===== config.mk =====
export PLATFORM = sky130hd
export DESIGN_NAME = uart_alu_ctrl
export DESIGN_NICKNAME = d
export VERILOG_FILES = /design/src/rtl/uart_alu_pkg.sv /design/src/rtl/uart_alu_timeout.sv /design/src/rtl/uart_alu_ctrl.sv
export SDC_FILE = /design/constraint.sdc
export NUM_CORES = 1
export LEC_CHECK = 0
export CORE_MARGIN = 1
export CORE_UTILIZATION = 44
export CTS_CLUSTER_DIAMETER = 150
export CTS_CLUSTER_SIZE = 12
export DETAILED_ROUTE_END_ITERATION = 6
export GPL_ROUTABILITY_DRIVEN = 1
export GPL_TIMING_DRIVEN = 0
export PLACE_DENSITY = 0.88
export SKIP_CTS_REPAIR_TIMING = 1
export SYNTH_ARGS = -nofsm -noshare
export SYNTH_HDL_FRONTEND = slang
export SYNTH_SLANG_ARGS = --single-unit

===== constraint.sdc =====
create_clock -name i_clk -period 1.7 [get_ports i_clk]
set_input_delay 0.34 -clock i_clk [delete_from_list [all_inputs] [get_ports i_clk]]
set_output_delay 0.34 -clock i_clk [all_outputs]
set_load 0.05 [all_outputs]

===== src/rtl/uart_alu_pkg.sv =====
// Shared types and constants for the UART-driven ALU controller: default widths,
// the controller state encoding and the accepted ALU opcodes.
package uart_alu_pkg;

    localparam int DATA_BITS_DEF = 8;
    localparam int OP_BITS_DEF   = 6;

    typedef enum logic [2:0] {
        ST_IDLE    = 3'd0,
        ST_GET_B   = 3'd1,
        ST_GET_OP  = 3'd2,
        ST_EXEC    = 3'd3,
        ST_SEND    = 3'd4,
        ST_WAIT_TX = 3'd5
    } state_t;

    localparam logic [5:0] OP_ADD = 6'b100000;
    localparam logic [5:0] OP_SUB = 6'b100010;
    localparam logic [5:0] OP_AND = 6'b100100;
    localparam logic [5:0] OP_OR  = 6'b100101;
    localparam logic [5:0] OP_XOR = 6'b100110;
    localparam logic [5:0] OP_NOR = 6'b100111;
    localparam logic [5:0] OP_SRA = 6'b000011;
    localparam logic [5:0] OP_SRL = 6'b000010;

endpackage


===== src/rtl/uart_alu_timeout.sv =====
// Inactivity counter: counts while enabled, restarts on clear, and flags
// expiry in the cycle the count reaches CYCLES-1.
module uart_alu_timeout #(
    parameter int CYCLES = 5_208_000
) (
    input  logic i_clk,
    input  logic i_reset,
    input  logic i_clear,
    input  logic i_enable,
    output logic o_expired
);

    localparam int CW = (CYCLES > 1) ? $clog2(CYCLES + 1) : 1;

    logic [CW-1:0] count_q;
    logic [CW-1:0] count_d;

    always_comb begin
        count_d = count_q;
        if (i_clear || !i_enable) begin
            count_d = '0;
        end else begin
            count_d = count_q + 1'b1;
        end
    end

    always_ff @(posedge i_clk or posedge i_reset) begin
        if (i_reset) begin
            count_q <= '0;
        end else begin
            count_q <= count_d;
        end
    end

    assign o_expired = i_enable && !i_clear && (count_q == CW'(CYCLES - 1));

endmodule


===== src/rtl/uart_alu_ctrl.sv =====
// Collects operand A, operand B and an opcode from a UART receiver, runs the
// ALU and hands the result to a UART transmitter. Optional mid-frame timeout
// is built when UART_ALU_CTRL_TIMEOUT_EN is defined.
module uart_alu_ctrl
    import uart_alu_pkg::*;
#(
    parameter int DATA_BITS      = DATA_BITS_DEF,
    parameter int OP_BITS        = OP_BITS_DEF,
    parameter int TIMEOUT_CYCLES = 5_208_000
) (
    input  logic                 i_clk,
    input  logic                 i_reset,
    input  logic                 i_rx_done,
    input  logic [DATA_BITS-1:0] i_rx_data,
    input  logic                 i_tx_done,
    input  logic [DATA_BITS-1:0] i_alu_result,
    output logic [DATA_BITS-1:0] o_alu_a,
    output logic [DATA_BITS-1:0] o_alu_b,
    output logic [OP_BITS-1:0]   o_alu_op,
    output logic                 o_tx_start,
    output logic [DATA_BITS-1:0] o_tx_data,
    output logic                 o_busy,
    output logic                 o_error
);

    state_t               state_q, state_d;
    logic [DATA_BITS-1:0] a_q, a_d, b_q, b_d, tx_data_q, tx_data_d;
    logic [OP_BITS-1:0]   op_q, op_d;
    logic                 tx_start_q, tx_start_d;
    logic                 busy_q, busy_d;
    logic                 error_q, error_d;
    logic                 op_valid;
    logic                 timeout_expired;

    always_comb begin
        case (op_q)
            OP_BITS'(OP_ADD), OP_BITS'(OP_SUB), OP_BITS'(OP_AND), OP_BITS'(OP_OR),
            OP_BITS'(OP_XOR), OP_BITS'(OP_NOR), OP_BITS'(OP_SRA), OP_BITS'(OP_SRL):
                op_valid = 1'b1;
            default: op_valid = 1'b0;
        endcase
    end

`ifdef UART_ALU_CTRL_TIMEOUT_EN
    logic timeout_en;
    assign timeout_en = (state_q == ST_GET_B) || (state_q == ST_GET_OP);

    uart_alu_timeout #(
        .CYCLES(TIMEOUT_CYCLES)
    ) u_timeout (
        .i_clk    (i_clk),
        .i_reset  (i_reset),
        .i_clear  (i_rx_done),
        .i_enable (timeout_en),
        .o_expired(timeout_expired)
    );
`else
    assign timeout_expired = 1'b0;
`endif

    always_comb begin
        state_d    = state_q;
        a_d        = a_q;
        b_d        = b_q;
        op_d       = op_q;
        tx_data_d  = tx_data_q;
        tx_start_d = 1'b0;
        error_d    = 1'b0;
        case (state_q)
            ST_IDLE: begin
                if (i_rx_done) begin
                    a_d     = i_rx_data;
                    state_d = ST_GET_B;
                end
            end
            ST_GET_B: begin
                if (i_rx_done) begin
                    b_d     = i_rx_data;
                    state_d = ST_GET_OP;
                end else if (timeout_expired) begin
                    error_d = 1'b1;
                    state_d = ST_IDLE;
                end
            end
            ST_GET_OP: begin
                if (i_rx_done) begin
                    op_d    = i_rx_data[OP_BITS-1:0];
                    state_d = ST_EXEC;
                end else if (timeout_expired) begin
                    error_d = 1'b1;
                    state_d = ST_IDLE;
                end
            end
            ST_EXEC: begin
                // A word arriving here is an overrun; it never alters the result path.
                if (op_valid) begin
                    tx_data_d  = i_alu_result;
                    tx_start_d = 1'b1;
                    state_d    = ST_SEND;
                    error_d    = i_rx_done;
                end else begin
                    error_d = 1'b1;
                    state_d = ST_IDLE;
                end
            end
            ST_SEND: begin
                error_d = i_rx_done;
                state_d = ST_WAIT_TX;
            end
            ST_WAIT_TX: begin
                error_d = i_rx_done;
                if (i_tx_done) begin
                    state_d = ST_IDLE;
                end
            end
            default: state_d = ST_IDLE;
        endcase
        busy_d = (state_d != ST_IDLE);
    end

    always_ff @(posedge i_clk or posedge i_reset) begin
        if (i_reset) begin
            state_q    <= ST_IDLE;
            a_q        <= '0;
            b_q        <= '0;
            op_q       <= '0;
            tx_data_q  <= '0;
            tx_start_q <= 1'b0;
            busy_q     <= 1'b0;
            error_q    <= 1'b0;
        end else begin
            state_q    <= state_d;
            a_q        <= a_d;
            b_q        <= b_d;
            op_q       <= op_d;
            tx_data_q  <= tx_data_d;
            tx_start_q <= tx_start_d;
            busy_q     <= busy_d;
            error_q    <= error_d;
        end
    end

    assign o_alu_a    = a_q;
    assign o_alu_b    = b_q;
    assign o_alu_op   = op_q;
    assign o_tx_data  = tx_data_q;
    assign o_tx_start = tx_start_q;
    assign o_busy     = busy_q;
    assign o_error    = error_q;

endmodule


==> reports/qor.yml <==
yosys_most_used_dff: "dfrtp_1"
nets: 179
maxCapViolations: 0
syn-num-nets: 119
fin_crit_sh: 0.965
core_mm2: 0.00313
cts_tree: "built"
drv_slew: 0
gp_congestion: 0.763
die-height_um: 60.0
root_buffer: "clkbuf_4"
critical_path.slowest_cell: "clkdlybuf4s50_1"
start_util: 0.472
hold_violations: 0
nFillCells: 206
first_pass_iters: 4
antenna_found_initial: 0
grt_pass1_wl_um: 5280
core.rowCount: 20
clk_latency_ns: 0.35
cp_max_fo: 8
maxSlewHeadroom: 0.524
drc: 0
cp_data_arrival_time_ns: 1.88
synthTopCellsByCount: "dfrtp_1 (36), mux2_2 (30), inv_1 (4), nand2_1 (4)"
netlist_area_mm2: 0.00148
htree_levels: 2
cts-buffers-inserted: 5
clock_path_buffers: 2
crit_chain: "clkdlybuf4s50_1 > nand2b_4 > nor3_4 > mux2_2"
rsz0062_at_grt: "false"
synth.distinct_cells: 26
routedWlPerCell_um: 16.8
postSynthCellCount: 99
clkSlewWorstSetupHoldPaths_ns: 0.11
die_width_um: 60.0
wirelength_um: 3420
vias_per_cell: 5.06
synthTopCellsByArea: "dfrtp_1 (61%), mux2_2 (23%), nor3b_4 (1.3%), nor3_4 (1.1%), buf_4 (1.0%)"
post-dp-hpwl_um: 2320
cts_sinks: 36
async_reset_ff_frac: 1.00
numPortBuffers: 52
grt_start_max_net_pins: 37
drt-initial-drc-count: 10
hold_path.class: "in -> async"
area_growth_pct: 55.4
synth_seq_cells: 36
num_io_pins: 53
tightest_slew_ns: 0.713
grt_pass1_vias: 1059
drive_above_1_share: 0.313
status: "complete, no violations"
yosysWarnings: 0
max_stage_delay_ns: 0.63
antenna_cells: 0
yosysMostFrequentCell: "dfrtp_1"
critPathKind: "in -> reg"
yosysTopAreaCellShare: 0.610
grtUsageTotal: 0.213
yosysTopAreaCell: "dfrtp_1"
ant_nets: 0
skew_ns: 0.00953
overflow: 0
setup_viol: 0
synth_edf_count: 0
die_area_mm2: 0.00359
vias: 1033
max_freq_ghz: 0.610
cp.required_ns: 1.94
syn_area_per_cell_um2: 14.9
yosysSeqAreaShare: 0.610
holdWs_ns: 0.411
critPathLaunchType: "input port"
end_kind: "flip-flop"
period_minus_slack_ns: 1.64
## critical path, delay by kind of cell
family	cells	cell delay [ns]
AND/OR/NAND/NOR	2	0.52
multiplexers	1	0.40
buffers and inverters	1	0.63
## path summary, 6_finish.rpt
check	start	endpoint	slack, ns	cells after the start
worst max-delay path	i_rx_done	o_alu_a[1]$_DFFE_PP0P_	0.06	4
worst min-delay path	i_reset	o_tx_data[3]$_DFFE_PP0P_	0.41	2
worst max register to register	state_q[2]$_DFF_PP0_	o_alu_a[1]$_DFFE_PP0P_	0.12	3
worst min register to register	o_tx_data[5]$_DFFE_PP0P_	o_tx_data[5]$_DFFE_PP0P_	0.51	1
max in group asynchronous	i_reset	o_alu_op[2]$_DFFE_PP0P_	0.79	2
min in group i_clk	o_tx_data[5]$_DFFE_PP0P_	o_tx_data[5]$_DFFE_PP0P_	0.51	1
## metal layers
layer  GRT usage  vias to the layer above  wire length, µm
li1            -                      475                -
met1       0.239                      512             1330
met2       0.363                       38             1860
met3      0.0628                        8              139
met4       0.110                        0               84
met5           0                        -                0
## sequential cells by signal, summed over array words and instances (netlist names)
| signal | cells |
|---|---|
| o_busy | 1 |
| state_q | 3 |
| o_alu_a | 8 |
| o_tx_start | 1 |
| o_alu_b | 8 |
| o_error | 1 |
| o_tx_data | 8 |
| o_alu_op | 6 |
## cells in the final DEF (no fill, tap or decap), types with 2 or more instances in the layout
cell type / count
nand2b_1: 2
dlymetal6s2s_1: 33
inv_1: 3
buf_4: 2
a21oi_1: 2
dfrtp_1: 35
nand2_1: 4
clkbuf_4: 5
clkdlybuf4s50_1: 19
bufinv_16: 3
mux2_2: 30
## cell type report
type	instances	area (µm²)	area share
multi-input cells	57	558	0.243
clock inverters	3	90.1	0.0392
plain buffers	2	15.0	0.00654
flip-flops and latches	36	902	0.393
clock buffers	5	37.5	0.0163
repair buffers	53	623	0.271
inverters	4	15.0	0.00654
well taps	44	55.1	0.0240
## metrics by stage
step | util | setup slack, ns | std cells | area [µm²] | TNS [ns]
CTS | 0.701 | -0.303 | 203 | 2190 | -6.35
global placement | 0.660 | -0.344 | 195 | 2070 | -10.56
finish | 0.734 | 0.0597 | 204 | 2300 | 0
global route | 0.734 | 0.00617 | 204 | 2300 | 0
floorplan | - | 0.0589 | 99 | 1490 | 0
detailed placement | 0.660 | -0.393 | 195 | 2070 | -15.01
## cells by family (layout without fill, tap and decap cells)
| family | count (synthesis) | count (layout) | share of synthesized area |
|---|---|---|---|
| buffers and inverters | 6 | 67 | 0.0203 |
| and+or+nand+nor | 17 | 17 | 0.0872 |
| AOI/OAI and AO/OA | 10 | 10 | 0.0542 |
| DFF | 36 | 36 | 0.610 |
| muxes | 30 | 30 | 0.229 |
Power is left out: the tool's default activity adds up to more than one toggle a clock period on the data nets, which glitch-free logic cannot reach.
